## config.mk

```make
export PLATFORM = sky130hd
export DESIGN_NAME = aes_feeder
export DESIGN_NICKNAME = d
export VERILOG_FILES = /design/src/rtl/aes_feeder.sv
export SDC_FILE = /design/constraint.sdc
export NUM_CORES = 1
export LEC_CHECK = 0
export CAP_MARGIN = 20
export CORE_ASPECT_RATIO = 0.75
export CORE_MARGIN = 3
export CORE_UTILIZATION = 51
export CTS_BUF_LIST = sky130_fd_sc_hd__clkbuf_4 sky130_fd_sc_hd__clkbuf_8
export DETAILED_ROUTE_END_ITERATION = 8
export PLACE_DENSITY_LB_ADDON = 0.15
export SYNTH_ARGS = -nofsm -noshare
export SYNTH_HDL_FRONTEND = slang
export SYNTH_SLANG_ARGS = --single-unit
```

## constraint.sdc

```tcl
create_clock -name clock -period 19.6 [get_ports clock]
set_input_delay 2.94 -clock clock [delete_from_list [all_inputs] [get_ports clock]]
set_output_delay 2.94 -clock clock [all_outputs]
set_load 0.005 [all_outputs]
```

## src/rtl/aes_feeder.sv

```systemverilog
// aes_feeder: gathers up to eight 32-bit host words into one 256-bit block and
// issues it to the AES core with a one-cycle enable. It then waits for the core
// response and streams the 256-bit result back as eight 32-bit words, most
// significant word first. A key-load block (func 2'b00) returns straight to
// collection and produces no output words. An optional WAIT timeout aborts the
// block and pulses err.
//
// Ports:
//   clock, reset       sole clock; asynchronous active-high reset
//   s_valid/s_ready    host word handshake; s_data word, s_func opcode (taken
//                      from the first word only), s_last ends a short block
//   aes_in             request to the core {data[255:0], func[1:0], enable}
//   aes_out            response from the core {data[255:0], ready}
//   m_valid/m_ready    result word handshake; m_data word, m_last on 8th word
//   err                one-cycle pulse when a WAIT timeout aborts the block
//   busy               high while a block is issued, awaited or drained

package aes_feeder_pkg;
    typedef struct packed {
        logic [255:0] data;
        logic [1:0]   func;
        logic         enable;
    } aes_in_type;

    typedef struct packed {
        logic [255:0] data;
        logic         ready;
    } aes_out_type;
endpackage

module aes_feeder
    import aes_feeder_pkg::*;
#(
    parameter int WAIT_MAX = 0
) (
    input  logic        clock,
    input  logic        reset,
    input  logic        s_valid,
    output logic        s_ready,
    input  logic [31:0] s_data,
    input  logic [1:0]  s_func,
    input  logic        s_last,
    output aes_in_type  aes_in,
    input  aes_out_type aes_out,
    output logic        m_valid,
    input  logic        m_ready,
    output logic [31:0] m_data,
    output logic        m_last,
    output logic        err,
    output logic        busy
);

    localparam logic [15:0] WAIT_LIM = 16'(WAIT_MAX - 1);

    typedef enum logic [1:0] {COLLECT, ISSUE, WAIT, DRAIN} state_t;

    state_t       state, state_nx;
    logic         armed;
    logic [2:0]   cnt;
    logic [15:0]  wcnt;
    logic [255:0] blk;
    logic [1:0]   func_q;
    logic [255:0] result;
    logic         issue;
    logic         s_take;
    logic         m_take;
    logic         timeout;

    // armed holds s_ready low until the first edge after reset is released
    assign s_take  = (state == COLLECT) && armed && s_valid;
    assign m_take  = (state == DRAIN) && m_ready;
    assign timeout = (WAIT_MAX != 0) && (wcnt == WAIT_LIM);

    always_ff @(posedge clock or posedge reset) begin
        if (reset) begin
            state <= COLLECT;
        end else begin
            state <= state_nx;
        end
    end

    always_comb begin
        state_nx = state;
        s_ready  = 1'b0;
        issue    = 1'b0;
        m_valid  = 1'b0;
        m_last   = 1'b0;
        err      = 1'b0;
        busy     = 1'b1;
        case (state)
            COLLECT: begin
                busy    = 1'b0;
                s_ready = armed;
                if (s_take && (s_last || cnt == 3'd7)) begin
                    state_nx = ISSUE;
                end
            end
            ISSUE: begin
                issue    = 1'b1;
                state_nx = WAIT;
            end
            WAIT: begin
                // a response on the timeout cycle still counts as a capture
                if (aes_out.ready) begin
                    state_nx = (func_q == 2'b00) ? COLLECT : DRAIN;
                end else if (timeout) begin
                    err      = 1'b1;
                    state_nx = COLLECT;
                end
            end
            DRAIN: begin
                m_valid = 1'b1;
                m_last  = (cnt == 3'd7);
                if (m_take && cnt == 3'd7) begin
                    state_nx = COLLECT;
                end
            end
            default: state_nx = COLLECT;
        endcase
    end

    always_ff @(posedge clock or posedge reset) begin
        if (reset) begin
            armed  <= 1'b0;
            cnt    <= 3'd0;
            wcnt   <= 16'd0;
            blk    <= '0;
            func_q <= 2'b00;
            result <= '0;
        end else begin
            armed <= 1'b1;
            if (s_take) begin
                // an early s_last wraps the counter so the next block starts at word 0
                cnt <= (s_last || cnt == 3'd7) ? 3'd0 : cnt + 3'd1;
                if (cnt == 3'd0) begin
                    // first word clears the buffer, which zero-fills short blocks
                    blk    <= {s_data, 224'd0};
                    func_q <= s_func;
                end else begin
                    blk[{~cnt, 5'd0} +: 32] <= s_data;
                end
            end
            if (m_take) begin
                cnt <= cnt + 3'd1;
            end
            if (state == WAIT && !aes_out.ready) begin
                wcnt <= wcnt + 16'd1;
            end else begin
                wcnt <= 16'd0;
            end
            if (state == WAIT && aes_out.ready) begin
                result <= aes_out.data;
            end
        end
    end

    assign aes_in = {blk, func_q, issue};
    assign m_data = (state == DRAIN) ? result[{~cnt, 5'd0} +: 32] : 32'd0;

endmodule
```

# After elaboration in Yosys (flattened, before gate mapping)
# Cells that the tools add are included.
totals:
  wordCells: 48
  in_bits: 296
  out_inout_bits: 296
  ff_bits: 520
classes:
  shift: 3
  n_mux: 16
  eq_ne: 7
  add_sub_neg: 2
  reduce_logical: 13
  n_bitwise: 1
ops:
  columns: ["op", "count"]
  rows:
  - ["bitwise mux 256 bit", 1]
  - ["two-way mux 256 bit", 1]
  - ["variable shift 32 x 10 -> 256 bit, first input constant", 1]
  - ["variable part select 256 x 9 -> 32 bit", 1]
  - ["variable part select 32 x 10 -> 256 bit", 1]
  - ["two-way mux 32 bit", 1]
  - ["negation 8 -> 10 bit", 1]
  - ["two-way mux 3 bit", 3]
  - ["two-way mux 2 bit", 4]
  - ["case mux 2 bit (4 select lines)", 1]
  - ["logical AND 1 bit", 6]
  - ["two-way mux 1 bit", 5]
  - ["== test 2 bit, second input constant", 2]
  - ["logical NOT 2 bit", 2]
  - ["inequality test 2 x 1 -> 1 bit, second input constant", 2]
  - ["adder 3 x 1 -> 3 bit, second input constant", 1]
  - ["== test 3 bit, second input constant", 1]
  - ["logical NOT 3 bit", 1]
  - ["NOT 3 bit", 1]
  - ["AND reduction 3 bit", 1]
  - ["== test 2 x 1 -> 1 bit, second input constant", 1]
  - ["inequality test 2 bit, second input constant", 1]
  - ["AND reduction 2 bit", 1]
  - ["nonzero test 2 bit", 1]
  - ["logical OR 1 bit", 1]

# Logic depth before layout (Yosys ltp)
logic_depth:
  ltp_word: 6
  mapped_depth: 11
  ltp_nobuf: 5

# Worst setup path after synthesis
# Ideal clock, no wire load.
synth_timing:
  path_kind: "reg-to-output"
  start: "register cnt[0]"
  end: "output m_data[10]"
  arrival_ns: 1.550
  t_required_ns: 16.660
  stages_incl_launch_ff: 6
  n_path_buf: 2
  setup_slack_ns: 15.110
  path_cell_list: "dfrtp_1 > buf_4 > buf_2 > mux4_2 > mux2i_1 > nor2_1"
synth_via:
  elab_chain_len: 3
synth_rtl:
  columns: ["item", "line_no", "text"]
  rows:
  - ["from (decl)", "59", "logic [2:0] cnt;"]
  - ["from (signal assigned)", "134", "cnt <= (s_last || cnt == 3'd7) ? 3'd0 : cnt + 3'd1;"]
  - ["from (signal assigned)", "144", "cnt <= cnt + 3'd1;"]
  - ["NOT 3 bit", "158", "assign m_data = (state == DRAIN) ? result[{~cnt, 5'd0} +: 32] : 32'd0;"]
  - ["variable part select 256 x 9 -> 32 bit", "158", null]
  - ["two-way mux 32 bit", "158", null]
  - ["to (decl)", "47", "output logic [31:0] m_data,"]
# Every way passes these cells.

# Worst setup path after layout
layout_timing:
  start: "register cnt[0]"
  end: "output m_last"
layout_via:
  elab_chain_len: 2
layout_rtl:
  columns: ["item", "line_no", "text"]
  rows:
  - ["== test 3 bit", "113", "m_last = (cnt == 3'd7);"]
  - ["two-way mux 1 bit", "90", "case (state)"]
  - ["to (decl)", "48", "output logic m_last,"]
# Every way passes these cells.

==> metrics.md <==
| Metric | Value |
|---|---|
| Status | finished clean |
| Top fanout value on the critical path | 72 |
| Cells along the critical path | ha_1 > ha_2 > buf_4 > and3_1 > clkdlybuf4s50_1 |
| First-pass detailed-route iteration total | 6 |
| Post-synth EDFFs | 0 |
| Overall overflow remaining after global route | 0 |
| Reported max-cap violation count | 0 |
| Count of state elements after synthesis | 520 |
| Ratio of routed vias to standard cells | 5.90 |
| Kind of capture point of the worst setup path | output pin |
| Effective utilization at floorplan | 0.521 |
| Number of remaining DRC errors | 0 |
| Worst Slack Setup Final | 12960 ps |
| Warning count from the yosys run | 0 |
| Mean cell area of the mapped netlist | 13.6 sq um |
| Synthesized Nets | 2030 |
| Data arrival time of the critical path | 3700 ps |
| Maximum buffer depth of the clock tree | 3 |
| Hold_sp | result[41] |
| CP max-delay cell | sky130_fd_sc_hd__dfrtp_4 |
| Count of buffer and inverter cells on the critical path | 2 |
| Sum of met3 wire segment lengths after detailed routing | 6490 um |
| Final number of max-transition violations | 0 |
| Fraction of layout cells with a size suffix above 1 | 0.223 |
| Time the worst path needs with I/O delays and setup | 6640 ps |
| Sum of net half-perimeters after detailed placement | 52000 um |
| Unrepaired setup endpoints after global routing | false |
| WHS | 500 ps |
| Distinct cell type count of the synthesized netlist | 45 |
| Die Outline Area | 0.0486 sq mm |
| Nets@finish | 2572 |
| Critical path type | register to output pin |
| Weighted congestion at the end of routability-driven global placement | 0.853 |
| Commonest non-fill, non-tap cell in the layout | sky130_fd_sc_hd__clkdlybuf4s50_1 |
| Input/output buffers | 590 |
| Final hold violation count | 0 |
| Number of antenna violations at the first check in global routing | 19 |
| Worst r2r src | cnt[0] |
| Routed Wire Length | 76400 um |
| Root Buffer Master | sky130_fd_sc_hd__clkbuf_8 |
| Area of all placed cells without fillers | 0.0314 sq mm |
| Worst slew pin tran | 1150 ps |
| Top cells by area in the synthesized netlist | sky130_fd_sc_hd__dfrtp_1, sky130_fd_sc_hd__mux2_2, sky130_fd_sc_hd__mux2i_1 |
| Fraction of post-synthesis cell area in the top cell type by area | 0.555 |
| Total negative slack for setup checks | 0 ps |
| Die Span X | 254 um |
| Sequential area share after synthesis | 0.555 |
| CP peak stage delay | 1110 ps |
| Total number of clock tree sinks | 520 |
| Average wire length per cell after detail routing | 26.1 um |
| Top delay family on crit path | buffers and inverters |
| Top-Level Pins | 592 |
| Share of the cycle needed by the critical path after routing | 0.339 |
| Kind of start point of the critical path | register |
| Library cell occupying the most area in the post-synthesis netlist | sky130_fd_sc_hd__dfrtp_1 |
| Dominant register cell in the synthesized netlist | sky130_fd_sc_hd__dfrtp_1 |
| Worst slew margin relative to its limit | 0.233 |
| Placed inst area | 0.0296 sq mm |
| Die Y | 192 um |
| Cell area after synthesis | 0.0234 sq mm |
| Hold bufs inserted after CTS | 0 |
| Largest clock skew in the final design | 21.5 ps |
| # H-tree levels | 3 |
| Share of flip-flops with an asynchronous set or reset | 1.00 |
| Layout overhead on the synthesized area | 34.1% |
| Clock Latency Late Sink | 670 ps |
| Hold Path Class | register to register |
| Critical path origin | cnt[0] |
| Total of cells resized after clock tree synthesis | 0 |
| Filler cell count in the final layout | 3151 |
| Most frequent cells in the layout | sky130_fd_sc_hd__clkdlybuf4s50_1, sky130_fd_sc_hd__dfrtp_1, sky130_fd_sc_hd__mux2_2 |
| Gate count of the mapped netlist | 1728 |
| Clock transition at path regs | 60 ps |
| Data required time at the worst endpoint | 16660 ps |
| Multi-input gate area | 0.00940 sq mm |
| TritonCTS Buffers | 81 |
| Length of routed met2 wiring | 35200 um |
| Highest routed metal layer | met5 |
| Drt first-iter violations | 1251 |
| Number of endpoints failing setup at the final stage | 0 |
| Timing-limited maximum frequency | 151 MHz |
| Reported leakage power | 13.9 nW |
| Worst reg2reg setup slack | 15020 ps |
| Total number of vias | 17300 |
| Post-route ant nets | 0 |
| FF+latch area | 0.0130 sq mm |
| Post-Place Worst Slack | 12820 ps |
| Power per standard cell area | 138 mW/mm^2 |
| TritonCTS clock tree | done |
| Row Count | 67 |
| Combined global-route utilization of all metal layers | 0.314 |
| Pin count of the biggest net entering global routing | 184 |
| Worst voltage drop across the vdd grid | 0.0913 mV |
| Vias in the first global route | 18100 |
| # Post-CTS Setup Buffers | 0 |
| Global-route wire length before repair | 114000 um |
| Detailed-route wire length on metal 1 | 31400 um |
| Total core area | 0.0450 sq mm |
[per-stage QoR]
step / total power, W / utilization / cells
CTS: 0.00434 / 0.696 / 2910
finish: 0.00433 / 0.698 / 2925
detailed placement: 0.00335 / 0.657 / 2771
floorplan: 0.00268 / - / 1728
global route: 0.00457 / 0.698 / 2922
global placement: 0.00329 / 0.657 / 2771
[worst register-to-register path: cells and delay by family (launching register included)]
family	cells	cell delay, ps
AO/OA/AOI/OAI	1	210
adder cells (fa/ha/maj)	1	670
buffers and inverters	3	1630
flip-flops	1	1110
AND/OR/NAND/NOR	2	890
[final timing paths]
path / depth (start not counted) / to
worst max-delay path: 5 / m_last
worst min-delay path: 1 / result[41]
worst max register to register: 7 / blk[20]
worst min register to register: 1 / result[41]
max in group asynchronous: 6 / result[0]
min in group asynchronous: 2 / blk[252]
[report_power, final]
part	switching [W]	internal [W]	total, W
registers	0.000260	0.00145	0.00171
logic	0.000721	0.000926	0.00165
clock network	0.000432	0.000551	0.000982
total	0.00141	0.00292	0.00433
[cell families (layout without fill, tap and decap cells)]
kind of cell | count (synthesis) | count (layout) | share of synthesized area
AO/OA/AOI/OAI | 320 | 320 | 0.0904
adder cells (fa/ha/maj) | 6 | 6 | 0.00320
buffers and inverters | 233 | 831 | 0.0453
flip-flops | 520 | 520 | 0.555
multiplexers | 498 | 498 | 0.261
other | 2 | 15 | 0.000320
AND/OR/NAND/NOR | 149 | 149 | 0.0447
[Yosys cell counts (6+ instances only)]
cell                         n
sky130_fd_sc_hd__nor2_1     17
sky130_fd_sc_hd__mux2i_1   173
sky130_fd_sc_hd__buf_4      11
sky130_fd_sc_hd__buf_2      56
sky130_fd_sc_hd__inv_1      70
sky130_fd_sc_hd__a211oi_1   31
sky130_fd_sc_hd__mux4_2     64
sky130_fd_sc_hd__a221o_1    31
sky130_fd_sc_hd__clkbuf_1   84
sky130_fd_sc_hd__mux2_2    261
sky130_fd_sc_hd__nand4b_1   63
sky130_fd_sc_hd__nand2_1    40
sky130_fd_sc_hd__buf_6      10
sky130_fd_sc_hd__a21oi_1    22
sky130_fd_sc_hd__dfrtp_1   520
sky130_fd_sc_hd__ha_1        6
sky130_fd_sc_hd__o21ai_0   161
sky130_fd_sc_hd__a22o_1     65
[metal layers]
layer  up-vias  global-route usage
li1       7444                   -
met1      8899               0.421
met2       707               0.477
met4        16               0.130
met3       185              0.0987
met5         -                   0
[state kept, by name (all words and copies together), names as in the netlist]
signal  flops
func_q      2
result    256
blk       256
cnt         3
state       2
armed       1
[layout make-up]
type / instances / share of cell area
flip-flops and latches: 520 / 0.414
multi-input cells: 975 / 0.299
repair buffers: 622 / 0.197
clock buffers: 127 / 0.0531
well taps: 586 / 0.0233
inverters: 70 / 0.00860
clock inverters: 12 / 0.00287
diodes: 13 / 0.00104
(Power assumes the default switching activity.)
